**src/rtl/xadc_drp_pkg.sv**
```systemverilog
// Shared definitions for the XADC DRP responder.
//   - DRP address/data widths
//   - register map anchors (aux results, status, config)
//   - sequencer state encoding
//   - chan_encode(): aux channel index -> 5-bit XADC channel code
package xadc_drp_pkg;

    localparam int DRP_ADDR_W = 7;
    localparam int DRP_DATA_W = 16;

    localparam logic [6:0] AUX_BASE    = 7'h10;
    localparam logic [6:0] CFG_BASE    = 7'h40;
    localparam logic [6:0] STATUS_LAST = 7'h3F;

    typedef enum logic [1:0] {
        SEQ_IDLE = 2'd0,
        SEQ_CONV = 2'd1,
        SEQ_EOC  = 2'd2
    } seq_state_t;

    function automatic logic [4:0] chan_encode(input logic [3:0] n);
        return {1'b1, n};
    endfunction

endpackage

```
**src/rtl/xadc_seq_next.sv**
```systemverilog
// Wrapped priority search for the conversion sequencer.
// Starting just above i_cur, returns the first set bit of i_mask,
// wrapping 15 -> 0 and finally considering i_cur itself, so a single
// enabled channel repeats. Feeding i_cur = 15 yields the lowest set bit.
//   i_mask  [15:0] aux channel enable mask
//   i_cur   [3:0]  current channel index
//   o_next  [3:0]  next channel index (i_cur when none enabled)
//   o_none         no channel enabled
module xadc_seq_next (
    input  logic [15:0] i_mask,
    input  logic [3:0]  i_cur,
    output logic [3:0]  o_next,
    output logic        o_none
);

    logic [3:0] v_idx;

    always_comb begin
        o_next = i_cur;
        o_none = 1'b1;
        v_idx  = i_cur;
        for (int k = 1; k <= 16; k++) begin
            v_idx = i_cur + 4'(k);
            if (o_none && i_mask[v_idx]) begin
                o_next = v_idx;
                o_none = 1'b0;
            end
        end
    end

endmodule

```
**src/rtl/xadc_drp_responder.sv**
```systemverilog
// XADC DRP responder with a simple aux-channel conversion sequencer.
// Answers den/dwe/daddr/di requests with a drdy pulse RD_LATENCY cycles
// later; periodically stores sample_in into reg[0x10+n] and pulses eoc.
//   CLK100MHZ      clock, rising edge
//   reset_in       synchronous active-high reset
//   daddr_in/den_in/dwe_in/di_in   DRP request
//   do_out/drdy_out                DRP completion (do_out held)
//   sample_in      data stored on each conversion
//   seq_en_in      aux channel enable mask (bit n -> reg 0x10+n)
//   eoc_out        one-cycle end-of-conversion pulse
//   channel_out    {1'b1, n} of the last completed conversion
//   busy_out       conversion in progress
//   proto_err_out  sticky: request arrived while one was pending
//
// Sequencer states:
//   state    | meaning
//   SEQ_IDLE | mask empty, waiting for any enabled channel
//   SEQ_CONV | converting r_chan, counter runs CONV_CYCLES-1 .. 0
//   SEQ_EOC  | eoc_out pulse, pick next channel or go idle
module xadc_drp_responder
    import xadc_drp_pkg::*;
#(
    parameter int RD_LATENCY  = 4,
    parameter int CONV_CYCLES = 26,
    parameter int ADDR_W      = DRP_ADDR_W,
    parameter int DATA_W      = DRP_DATA_W
) (
    input  logic              CLK100MHZ,
    input  logic              reset_in,
    input  logic [ADDR_W-1:0] daddr_in,
    input  logic              den_in,
    input  logic              dwe_in,
    input  logic [DATA_W-1:0] di_in,
    output logic [DATA_W-1:0] do_out,
    output logic              drdy_out,
    input  logic [DATA_W-1:0] sample_in,
    input  logic [15:0]       seq_en_in,
    output logic              eoc_out,
    output logic [4:0]        channel_out,
    output logic              busy_out,
    output logic              proto_err_out
);

    logic [DATA_W-1:0] r_regs [2**ADDR_W];

    logic              r_pend;
    logic              r_pend_rd;
    logic [3:0]        r_lat_cnt;
    logic [DATA_W-1:0] r_rd_data;
    logic              r_drdy;
    logic [DATA_W-1:0] r_do;
    logic              r_proto_err;

    seq_state_t        r_state;
    seq_state_t        w_state_nxt;
    logic              w_load;
    logic [7:0]        r_conv_cnt;
    logic [3:0]        r_chan;
    logic [4:0]        r_chan_out;

    logic              w_accept;
    logic              w_is_cfg;
    logic              w_store;
    logic [ADDR_W-1:0] w_aux_addr;
    logic [3:0]        w_search_cur;
    logic [3:0]        w_next_idx;
    logic              w_none;

    assign w_accept   = den_in && !r_pend;
    assign w_is_cfg   = daddr_in > ADDR_W'(STATUS_LAST);
    assign w_store    = (r_state == SEQ_CONV) && (r_conv_cnt == 8'd0);
    // AUX_BASE has a zero low nibble, so OR-ing the index forms 0x10+n.
    assign w_aux_addr = ADDR_W'(AUX_BASE) | ADDR_W'(r_chan);

    // ---------------- DRP transaction timing ----------------
    always_ff @(posedge CLK100MHZ) begin
        if (reset_in) begin
            r_pend      <= 1'b0;
            r_pend_rd   <= 1'b0;
            r_lat_cnt   <= '0;
            r_rd_data   <= '0;
            r_drdy      <= 1'b0;
            r_do        <= '0;
            r_proto_err <= 1'b0;
        end else begin
            r_drdy <= 1'b0;
            if (den_in && r_pend) begin
                r_proto_err <= 1'b1;
            end
            if (r_pend) begin
                if (r_lat_cnt == 4'd1) begin
                    r_pend <= 1'b0;
                    r_drdy <= 1'b1;
                    if (r_pend_rd) begin
                        r_do <= r_rd_data;
                    end
                end else begin
                    r_lat_cnt <= r_lat_cnt - 4'd1;
                end
            end
            if (w_accept) begin
                // Read data is snapshotted at acceptance, so a conversion
                // store on the same edge is not visible to this read.
                if (RD_LATENCY == 1) begin
                    r_drdy <= 1'b1;
                    if (!dwe_in) begin
                        r_do <= r_regs[daddr_in];
                    end
                end else begin
                    r_pend    <= 1'b1;
                    r_lat_cnt <= 4'(RD_LATENCY - 1);
                    r_pend_rd <= !dwe_in;
                    r_rd_data <= r_regs[daddr_in];
                end
            end
        end
    end

    // ---------------- register array ----------------
    always_ff @(posedge CLK100MHZ) begin
        if (reset_in) begin
            for (int i = 0; i < 2**ADDR_W; i++) begin
                r_regs[i] <= '0;
            end
        end else begin
            if (w_accept && dwe_in && w_is_cfg) begin
                r_regs[daddr_in] <= di_in;
            end
            // Aux addresses are below the config window, so these never collide.
            if (w_store) begin
                r_regs[w_aux_addr] <= sample_in;
            end
        end
    end

    // ---------------- conversion sequencer ----------------
    assign w_search_cur = (r_state == SEQ_IDLE) ? 4'hF : r_chan;

    xadc_seq_next u_seq_next (
        .i_mask (seq_en_in),
        .i_cur  (w_search_cur),
        .o_next (w_next_idx),
        .o_none (w_none)
    );

    always_ff @(posedge CLK100MHZ) begin
        if (reset_in) begin
            r_state <= SEQ_IDLE;
        end else begin
            r_state <= w_state_nxt;
        end
    end

    always_comb begin
        w_state_nxt = r_state;
        w_load      = 1'b0;
        case (r_state)
            SEQ_IDLE: begin
                if (!w_none) begin
                    w_state_nxt = SEQ_CONV;
                    w_load      = 1'b1;
                end
            end
            SEQ_CONV: begin
                if (r_conv_cnt == 8'd0) begin
                    w_state_nxt = SEQ_EOC;
                end
            end
            SEQ_EOC: begin
                if (w_none) begin
                    w_state_nxt = SEQ_IDLE;
                end else begin
                    w_state_nxt = SEQ_CONV;
                    w_load      = 1'b1;
                end
            end
            default: begin
                w_state_nxt = SEQ_IDLE;
            end
        endcase
    end

    always_ff @(posedge CLK100MHZ) begin
        if (reset_in) begin
            r_conv_cnt <= '0;
            r_chan     <= '0;
            r_chan_out <= '0;
        end else begin
            if (w_load) begin
                r_conv_cnt <= 8'(CONV_CYCLES - 1);
                r_chan     <= w_next_idx;
            end else if ((r_state == SEQ_CONV) && (r_conv_cnt != 8'd0)) begin
                r_conv_cnt <= r_conv_cnt - 8'd1;
            end
            if (w_store) begin
                r_chan_out <= chan_encode(r_chan);
            end
        end
    end

    assign do_out        = r_do;
    assign drdy_out      = r_drdy;
    assign eoc_out       = (r_state == SEQ_EOC);
    assign busy_out      = (r_state == SEQ_CONV);
    assign channel_out   = r_chan_out;
    assign proto_err_out = r_proto_err;

endmodule

```
**config.mk**
```make
export PLATFORM = sky130hd
export DESIGN_NAME = xadc_drp_responder
export DESIGN_NICKNAME = d
export VERILOG_FILES = /design/src/rtl/xadc_drp_pkg.sv /design/src/rtl/xadc_seq_next.sv /design/src/rtl/xadc_drp_responder.sv
export SDC_FILE = /design/constraint.sdc
export NUM_CORES = 2
export LEC_CHECK = 0
export ABC_AREA = 1
export CORE_AREA = 2 2 325 488
export CTS_BUF_LIST = sky130_fd_sc_hd__clkbuf_8
export DETAILED_ROUTE_END_ITERATION = 6
export DIE_AREA = 0 0 327 490
export PLACE_DENSITY = 0.7
export SYNTH_ARGS = -nofsm -noshare
export SYNTH_HDL_FRONTEND = slang
export SYNTH_SLANG_ARGS = --single-unit
```
**constraint.sdc**
```tcl
create_clock -name CLK100MHZ -period 4 [get_ports CLK100MHZ]
set_input_delay 0.8 -clock CLK100MHZ [delete_from_list [all_inputs] [get_ports CLK100MHZ]]
set_output_delay 0.8 -clock CLK100MHZ [all_outputs]
set_load 0.05 [all_outputs]
```
==> results.cfg <==
[flow_run]
maxCapViolCount = 0

[timing]
fmax_mhz = 274
min_period_over_period_pct = 91.2
timing.hold.ws_ns = 0.240
drv_slew = 0
rsz0062_at_grt = no
fin_crit_ns = 3.65
max-slew-margin-rel_pct = 23.2
worstMarginPinSlew_ns = 1.15
hold_viol_final = 0
skew_ns = 0.0495
report.final.setup_viol = 0

[pwr]
ir_worst_vdd_v = 0.000414
p_sw_share_pct = 25.4
switchingPower_mw = 11.7
powerDensity_mw_per_mm2 = 461
p_int_mw = 34.5
clkPwrFrac_pct = 34.2
combPwrFrac_pct = 10.1
p_leak_nw = 39.1
seqPwrFrac_pct = 55.7

[logic_synthesis]
avgSynthCellArea_sq_um = 12.5
synth.largest_area_cell = edfxtp_1
async_reset_ff_share_pct = 0
yosysUniqueCellTypes = 55
syn_area_sq_mm = 0.0852
ys_warn_count = 0
synth_edf_count = 2048
ys.flop_type = edfxtp_1
syn_inst = 6821
yosysMostFrequentCell = edfxtp_1
synth_top_area_share_pct = 72.1
synth_common_cells = edfxtp_1, nor2_1, nand2_1
ys_ff_latch = 2107
ys_seq_area_share_pct = 73.5
ys_top_cells_by_area = edfxtp_1, nor2_1, nand2_1

[placed_design]
place_area_sq_mm = 0.0949
dp_hpwl_microns = 161000
gp_congestion = 0.927
io_buffers = 83

[detailed_routing]
drc = 0
routed_wl_microns = 249000
drt-initial-drc-count = 7284
wl_per_cell_microns = 24.1
first_pass_iters = 7
num_vias = 60100
drtAntennaViolNets = 0
viasPerCell = 5.82

[global_route]
grt_use_total_pct = 30.9
grt_pass1_vias = 60100
grt_pass1_wl_microns = 368000
grt_overflow_total = 0
grt_max_degree = 188
antenna_found_initial = 6

[setup_path]
path_cells = inv_2 > nand2_2 > nand2_1 > ha_1 > inv_2 > nand3_1 > nand3_1 > nand3_1 > nand2_1 > inv_1 > nor3_4 > nand4_2 > nor2_4 > nand4_2 > nor2_4 > nand3_2 > o21ai_4 > inv_2 > o21ai_0 > nor2_1
required_ns = 4.89
crit_type = register to register
cp_slowest_cell = dfxtp_2
cp-start-kind = register
worstPathMaxFanout = 8
cp-end-kind = register
max_stage_delay_ns = 0.39
cp_data_arrival_time_ns = 4.53

[clocking]
cts_sinks = 2107
clk_path_buf_depth = 4
clk_latency_ns = 1.04
h-tree-depth = 5
postCtsSetupBuffers = 0
numCtsBuffers = 312
cts-root-buf = clkbuf_8
cts_tree = built
path_clk_slew_ns = 0.07

[floorplanning]
core_region_area_sq_mm = 0.156
die_x_microns = 327
fp.dieH_microns = 490
start_util_pct = 54.6
fp-row-count = 178
io_pins = 84
dieArea_sq_mm = 0.160

[layout]
final_area_sq_mm = 0.100
areaGrowthSynthToFinish_pct = 17.8
fin_nets = 8106
final_core_util_pct = 64.3
drive_gt1_share_pct = 12.4

[run_status]
outcome = finished, final reports clean

[hold_path]
hold_class = primary input to register
-- cell type report --
type	instances	area, sq um
Timing Repair Buffer	668	6150
Fill cell	11600	55700
Tap cell	2070	2590
Multi-Input combinational cell	4775	22800
Inverter	179	741
Sequential cell	2107	62700
Clock inverter	207	956
Clock buffer	326	4490
Antenna cell	3	7.51
-- critical path, delay by kind of cell (launching register included) --
kind	cells	cell delay, ns
and+or+nand+nor	13	1.83
AOI/OAI and AO/OA	2	0.45
DFF	1	0.39
adders and majority gates	1	0.32
buffers and inverters	4	0.49
-- repair_timing --
action | 4_1_cts | 5_1_grt
hold buffers | 0 | 0
setup endpoints to repair | 0 | 10
resized for setup | 0 | 4
-- path summary, 6_finish.rpt --
kind / startpoint / end / slack [ns] / depth (start not counted)
setup / recovery: r_state[0] / r_chan[0] / 0.35 / 20
hold reg to reg: do_out[12] / do_out[12] / 0.45 / 2
hold / removal: reset_in / r_regs[2][15] / 0.24 / 1
setup reg to reg: r_state[0] / r_chan[0] / 0.35 / 20
-- cell families (layout without fill, tap and decap cells) --
family	after synthesis	after routing	share of synthesized area, %
xor gates and xnor gates	7	7	0.0939
buffers and inverters	707	1380	3.16
other	1	771	0.00440
adders and majority gates	4	4	0.0587
AOI/OAI and AO/OA	950	950	8.53
DFF	2107	2107	73.5
and+or+nand+nor	3045	3046	14.6
-- registers in the layout (all words and copies together) (netlist names), 2 cells and up --
register	flops
r_state	2
channel_out	5
r_rd_data	16
r_chan	4
r_lat_cnt	4
r_regs	2048
do_out	16
r_conv_cnt	8
-- per-layer routing --
layer  vias up  share of wire, %  global-route usage, %
met5         -            0.0084                      0
met4         4               6.8                   19.2
met3       789               9.4                   5.42
met2      3452                49                   50.9
met1     29400                35                   37.9
li1      26500                 -                      -
-- through the flow --
stage | std cells | setup TNS [ns] | setup WS, ns | total power, mW
after detailed placement | 9798 | -0.711 | -0.286 | 30.8
after floorplan | 7588 | 0 | 0.547 | 28.8
after CTS | 10300 | 0 | 0.117 | 46.3
after global routing | 10300 | 0 | 0.0432 | 47.7
after global placement | 9798 | -0.410 | -0.172 | 30.7
final | 10300 | 0 | 0.352 | 46.3
-- cell usage in the layout, fill, tap and decap left out, types with 9 or more instances in the layout --
master,instances
a22o_1,178
a221oi_1,245
buf_4,511
nor2_1,1361
a21oi_1,65
inv_1,252
conb_1,768
clkdlybuf4s50_1,82
a41oi_1,16
nand3_1,140
nand4_1,253
inv_2,19
nor2_4,9
clkbuf_8,326
dfxtp_1,56
nand2_1,1238
nor3_1,13
edfxtp_1,2048
clkinv_2,28
clkinv_1,62
buf_12,74
o21ai_0,92
a22oi_1,311
a31oi_1,19
-- power by group through the flow --
| stage | clock network, mW | registers, mW | logic [mW] |
|---|---|---|---|
| floorplan | 0 | 26.1 | 2.66 |
| global placement | 0 | 26.2 | 4.53 |
| detailed placement | 0 | 26.2 | 4.57 |
| CTS | 16.0 | 25.8 | 4.59 |
| global route | 16.8 | 25.9 | 5.04 |
| finish | 15.8 | 25.8 | 4.67 |
Note: power is estimated with default switching activity, not from simulation.
